## src/rtl/buf_row_loader_pkg.sv

```systemverilog
// rtl/buf_row_loader_pkg.sv - shared state encoding and width helper for the row loader
//
// Purpose: FSM state type and index-width helper used by buf_row_loader and its counter.
// Ports: none (package).

package buf_row_loader_pkg;

    typedef enum logic [1:0] {
        ST_IDLE  = 2'd0,
        ST_READ  = 2'd1,
        ST_DRAIN = 2'd2,
        ST_DONE  = 2'd3
    } state_t;

    // Bits needed to index n entries; never less than one bit.
    function automatic int idx_w(input int n);
        return (n > 1) ? $clog2(n) : 1;
    endfunction

endpackage

```

## src/rtl/buf_row_loader_mod_counter.sv

```systemverilog
// rtl/buf_row_loader_mod_counter.sv - wrap-around modulo counter with enable and clear
//
// Purpose: counts 0..MOD-1 and wraps back to 0; clr has priority over en.
// Ports:
//   clk_i   in  1  clock, rising edge
//   rst_i   in  1  synchronous active-high reset
//   clr_i   in  1  synchronous clear to 0
//   en_i    in  1  advance by one (wrapping) this cycle
//   cnt_o   out W  current count

module buf_row_loader_mod_counter
    import buf_row_loader_pkg::*;
#(
    parameter int MOD = 4,
    parameter int W   = idx_w(MOD)
) (
    input  logic         clk_i,
    input  logic         rst_i,
    input  logic         clr_i,
    input  logic         en_i,
    output logic [W-1:0] cnt_o
);

    logic [W-1:0] cnt_q;
    logic [W-1:0] cnt_d;

    // Wrap is an explicit compare so MOD need not be a power of two.
    always_comb begin
        cnt_d = cnt_q;
        if (clr_i) begin
            cnt_d = '0;
        end else if (en_i) begin
            cnt_d = (cnt_q == W'(MOD - 1)) ? '0 : cnt_q + W'(1);
        end
    end

    always_ff @(posedge clk_i) begin
        if (rst_i) begin
            cnt_q <= '0;
        end else begin
            cnt_q <= cnt_d;
        end
    end

    assign cnt_o = cnt_q;

endmodule

```

## src/rtl/buf_row_loader.sv

```systemverilog
// rtl/buf_row_loader.sv - loads one picture row per request into a circular line buffer
//
// Purpose: responder for the ld_buf -> ld_buf_done handshake of one conv layer. Each request
//   reads ROW_LEN words from the layer memory into the next line-buffer row; init_ld rewinds
//   to the start of a new picture.
// Ports:
//   clk          in   1        clock, rising edge
//   rst          in   1        synchronous active-high reset
//   init_ld      in   1        pulse: rewind to picture start (aborts a load in progress)
//   ld_buf       in   1        pulse: load next row (ignored while busy)
//   ld_buf_done  out  1        pulse: requested row complete
//   pic_end      out  1        level: whole picture consumed
//   busy         out  1        level: load in progress
//   mem_rd_en    out  1        memory read strobe
//   mem_rd_addr  out  ADDR_W   memory read address
//   mem_rd_data  in   DATA_W   read data, one cycle after mem_rd_en
//   buf_wr_en    out  1        line-buffer write strobe
//   buf_wr_row   out  ROW_W    destination row
//   buf_wr_col   out  COL_W    destination column
//   buf_wr_data  out  DATA_W   mem_rd_data passed straight through

module buf_row_loader
    import buf_row_loader_pkg::*;
#(
    parameter int DATA_W    = 8,
    parameter int ADDR_W    = 10,
    parameter int ROW_LEN   = 16,
    parameter int BUF_ROWS  = 4,
    parameter int PIC_WORDS = 256,
    localparam int COL_W    = idx_w(ROW_LEN),
    localparam int ROW_W    = idx_w(BUF_ROWS)
) (
    input  logic              clk,
    input  logic              rst,
    input  logic              init_ld,
    input  logic              ld_buf,
    output logic              ld_buf_done,
    output logic              pic_end,
    output logic              busy,
    output logic              mem_rd_en,
    output logic [ADDR_W-1:0] mem_rd_addr,
    input  logic [DATA_W-1:0] mem_rd_data,
    output logic              buf_wr_en,
    output logic [ROW_W-1:0]  buf_wr_row,
    output logic [COL_W-1:0]  buf_wr_col,
    output logic [DATA_W-1:0] buf_wr_data
);

    // One extra bit so the pointer can hold PIC_WORDS itself when PIC_WORDS == 2**ADDR_W.
    localparam int PTR_W = ADDR_W + 1;

    state_t             state_q;
    logic               rd_en_q;
    logic               done_q;
    logic               wr_en_q;
    logic [COL_W-1:0]   wr_col_q;
    logic [PTR_W-1:0]   rd_ptr_q;

    logic [COL_W-1:0]   col;
    logic [ROW_W-1:0]   wr_row;
    logic               col_last;
    logic               pic_end_w;
    logic               row_adv;

    assign pic_end_w = (rd_ptr_q == PTR_W'(PIC_WORDS));
    assign col_last  = (col == COL_W'(ROW_LEN - 1));
    // Only a load that actually read data moves to the next buffer row.
    assign row_adv   = (state_q == ST_DONE) && !pic_end_w;

    buf_row_loader_mod_counter #(
        .MOD (ROW_LEN),
        .W   (COL_W)
    ) u_col_cnt (
        .clk_i (clk),
        .rst_i (rst),
        .clr_i (init_ld),
        .en_i  (rd_en_q),
        .cnt_o (col)
    );

    buf_row_loader_mod_counter #(
        .MOD (BUF_ROWS),
        .W   (ROW_W)
    ) u_row_cnt (
        .clk_i (clk),
        .rst_i (rst),
        .clr_i (init_ld),
        .en_i  (row_adv),
        .cnt_o (wr_row)
    );

    // Control FSM. init_ld rewinds from any state and drops a simultaneous ld_buf.
    always_ff @(posedge clk) begin
        if (rst || init_ld) begin
            state_q  <= ST_IDLE;
            rd_en_q  <= 1'b0;
            done_q   <= 1'b0;
            rd_ptr_q <= '0;
        end else begin
            case (state_q)
                ST_IDLE: begin
                    if (ld_buf) begin
                        if (pic_end_w) begin
                            // Picture exhausted: skip the reads but keep the same
                            // DRAIN/DONE tail so the controller still gets its done.
                            state_q <= ST_DRAIN;
                        end else begin
                            state_q <= ST_READ;
                            rd_en_q <= 1'b1;
                        end
                    end
                end
                ST_READ: begin
                    if (col_last) begin
                        state_q <= ST_DRAIN;
                        rd_en_q <= 1'b0;
                    end
                end
                ST_DRAIN: begin
                    state_q <= ST_DONE;
                    done_q  <= 1'b1;
                end
                ST_DONE: begin
                    state_q <= ST_IDLE;
                    done_q  <= 1'b0;
                    if (!pic_end_w) begin
                        rd_ptr_q <= rd_ptr_q + PTR_W'(ROW_LEN);
                    end
                end
                default: state_q <= ST_IDLE;
            endcase
        end
    end

    // Write strobe and column trail the read by the one-cycle memory latency.
    always_ff @(posedge clk) begin
        if (rst || init_ld) begin
            wr_en_q  <= 1'b0;
            wr_col_q <= '0;
        end else begin
            wr_en_q  <= rd_en_q;
            wr_col_q <= col;
        end
    end

    assign ld_buf_done = done_q;
    assign pic_end     = pic_end_w;
    assign busy        = (state_q != ST_IDLE);
    assign mem_rd_en   = rd_en_q;
    assign mem_rd_addr = rd_en_q ? (rd_ptr_q[ADDR_W-1:0] + ADDR_W'(col)) : '0;
    assign buf_wr_en   = wr_en_q;
    assign buf_wr_row  = wr_row;
    assign buf_wr_col  = wr_col_q;
    assign buf_wr_data = mem_rd_data;

endmodule
```

## config.mk

```make
export PLATFORM = sky130hd
export DESIGN_NAME = buf_row_loader
export DESIGN_NICKNAME = d
export VERILOG_FILES = /design/src/rtl/buf_row_loader_pkg.sv /design/src/rtl/buf_row_loader_mod_counter.sv /design/src/rtl/buf_row_loader.sv
export SDC_FILE = /design/constraint.sdc
export NUM_CORES = 1
export LEC_CHECK = 0
export BUFFER_PORTS_ARGS = -buffer_cell sky130_fd_sc_hd__buf_2
export CAP_MARGIN = 10
export CORE_ASPECT_RATIO = 2
export CORE_MARGIN = 2
export CORE_UTILIZATION = 40
export CTS_BUF_LIST = sky130_fd_sc_hd__clkbuf_16
export DETAILED_ROUTE_END_ITERATION = 10
export GPL_ROUTABILITY_DRIVEN = 0
export PLACE_DENSITY = 0.74
export SYNTH_ARGS = -nofsm -noshare
export SYNTH_HDL_FRONTEND = slang
export SYNTH_HIERARCHICAL = 1
export SYNTH_SLANG_ARGS = --single-unit
```

## constraint.sdc

```tcl
create_clock -name clk -period 2.33 [get_ports clk]
set_input_delay 0.1165 -clock clk [delete_from_list [all_inputs] [get_ports clk]]
set_output_delay 0.1165 -clock clk [all_outputs]
set_load 0.05 [all_outputs]
```

==> flow_summary.ini <==
[synthesis]
synthesis.nets = 151
synth_most_common_cell = dfxtp_1
async_flop_share = 0
synth_cell_type_count = 33
synthMuxAreaShare = 0.01751
synth-xor-area-share = 0.03063
avgSynthCellArea_um2 = 8.797
yosysSeqAreaShare = 0.3851
ys_warn_count = 6
yosys.area_share.simple = 0.2735
synthFlopType = dfxtp_1
synth_common_cells = dfxtp_1 (22), and2_1 (15), ha_1 (9)
synthTopCellsByArea = dfxtp_1 (39%), ha_1 (9.8%), and2_1 (8.2%)
synth_compound_area_frac = 0.1061
yosysTopAreaCell = dfxtp_1
syn-cell-area_um2 = 1144
syn_inst = 130
synth_top_area_frac = 0.3851
synth_top_family_by_area = simple AND/OR/NAND/NOR gates
synth_enable_flop_cells = 0
yosys.area_share.adder = 0.09847
ys_seq_elements = 22

[critical_path]
path_cells = or4b_4 > or2_1 > inv_2 > buf_2
critPathCaptureType = output pin
regToRegSetupSlack_ns = 0.66
slowest_stage = or4b_4
crit_type = reg2out
critical_path_arrival_ns = 1.75
worstPathRequired_ns = 2.21
crit_fanout = 6
cp-start-kind = flop
critPathMaxStageDelay_ns = 0.57

[die]
pin_count = 41
initial_core_util = 0.4179
core_um2 = 2736
fp.dieArea_um2 = 3329
rows = 27
die_x_um = 41.81
die_h_um = 79.62

[cts]
tritoncts = yes
clk_path_buf_depth = 2
path_clk_slew_ns = 0.06
postCtsSetupBuffers = 0
cts_buffers = 3
holdBufCountCts = 0
root_buffer = clkbuf_16
clk_latency_ns = 0.25
cts_resized = 0
cts_max_level = 1
cts.sinks = 22

[grt]
grt_pass1_vias = 939
grt_pass1_wl_mm = 3.988
antenna_found_initial = 0
grt_usage = 0.1560
grt_max_degree = 21
grt-ovfl-total = 0

[route]
postRouteAntennaNets = 0
drc = 0
drt_iter0_drc = 16
drt_first_pass_iters = 4
vias_per_cell = 5.328
drt-wirelength-per-cell_um = 13.29
drt-total-wl_mm = 2.352
vias = 943

[pwr]
pwr_density_cell_nw_per_um2 = 619.5
ir_worst_vdd_mv = 0.2682
p_leak_nw = 0.5825

[worst_hold_path]
hp-class = in2reg

[run]
drv_cap = 0

[cells_and_area]
diodes = 0
layout.nets = 170
area_delta_synth_final_pct = 14.66
drive_gt1_frac = 0.2230

[timing]
rsz0062_at_grt = no
slew_viol_final = 0
fin_crit_ns = 1.863
fin_crit_sh = 0.7995
slew-limit-headroom = 0.6352
max_freq_mhz = 536.8
setup_viol = 0
skew_ns = 0.001497
finalHoldViolations = 0
holdWs_ns = 0.1389
worst_pin_slew_ns = 0.5464
setup_tns_ns = 0

[placed_design]
io_buffer_count = 24
dpl.hpwl_mm = 1.848

[run_status]
status = completed
==> cell usage in the layout (no fill, tap or decap), types with 2 or more instances in the layout <==
master	count
buf_2	24
and2_1	15
clkbuf_16	3
a21oi_1	7
nand3_1	4
nor2_1	7
ha_1	9
nand2b_1	3
nand2_1	8
o21ai_0	4
mux2i_1	2
or3_1	4
nand4_1	3
dfxtp_1	22
inv_1	8
xor2_1	3
nor3_1	5
==> power breakdown <==
| group | internal [mW] | switching, mW | leakage (nW) |
|---|---|---|---|
| clock | 0.229 | 0.126 | 0.0385 |
| sequential | 0.382 | 0.00952 | 0.178 |
| combinational | 0.0208 | 0.0462 | 0.366 |
| total | 0.631 | 0.181 | 0.582 |
==> area by class of cell <==
| type | count | area (um^2) |
|---|---|---|
| fillers | 252 | 1425 |
| multi-input cells | 89 | 601.8 |
| flip-flops and latches | 22 | 440.4 |
| repair buffers | 24 | 120.1 |
| clock buffers | 3 | 75.07 |
| well taps | 29 | 36.28 |
| inverters | 9 | 33.78 |
| clock inverters | 1 | 3.754 |
==> critical path, delay by kind of cell, from the launching register on <==
| kind | cells | cell delay [ns] |
|---|---|---|
| DFF | 1 | 0.35 |
| buffers and inverters | 2 | 0.32 |
| and+or+nand+nor | 2 | 0.83 |
==> cells by family (layout without fill, tap and decap cells) <==
group | count (synthesis) | count (layout)
simple gates | 55 | 55
compound gates | 19 | 19
buf+inv | 19 | 37
mux | 2 | 2
fa+ha+maj | 9 | 9
xor+xnor | 4 | 4
flops | 22 | 22
==> metrics by stage <==
stage	setup slack, ns	power [mW]	std cells	area (um^2)	utilization
after floorplan	0.6949	0.4822	130	1144	-
after global placement	0.7385	0.4621	173	1232	0.4504
after detailed placement	0.6831	0.4660	173	1232	0.4504
after CTS	0.4698	0.8222	177	1311	0.4792
after global routing	0.4308	0.8427	177	1311	0.4792
final	0.4671	0.8123	177	1311	0.4792
==> path summary, 6_finish.rpt <==
kind / startpoint / to / depth (start not counted)
worst max-delay path: rd_ptr_q[6] / pic_end / 4
worst min-delay path: rst / u_row_cnt/cnt_o[0] / 2
worst max register to register: rd_ptr_q[4] / u_row_cnt/cnt_o[0] / 7
worst min register to register: rd_ptr_q[10] / rd_ptr_q[10] / 2
==> layer usage <==
| metal | share of wire | track usage | wire length, um | up-vias |
|---|---|---|---|---|
| met5 | 0 | 0 | 0 | - |
| met4 | 0.026 | 0.09032 | 60 | 0 |
| met3 | 0.049 | 0.02036 | 115 | 6 |
| met2 | 0.57 | 0.3141 | 1348 | 32 |
| met1 | 0.35 | 0.1388 | 827 | 437 |
| li1 | - | - | - | 468 |
==> state kept, by name, indices dropped and copies added, names as in the netlist <==
signal,cells
buf_wr_en,1
rd_ptr_q,7
buf_wr_col,4
state_q,2
u_row_cnt/cnt_o,2
ld_buf_done,1
mem_rd_en,1
u_col_cnt/cnt_o,4
No activity file was read; power rests on OpenSTA's default activity.
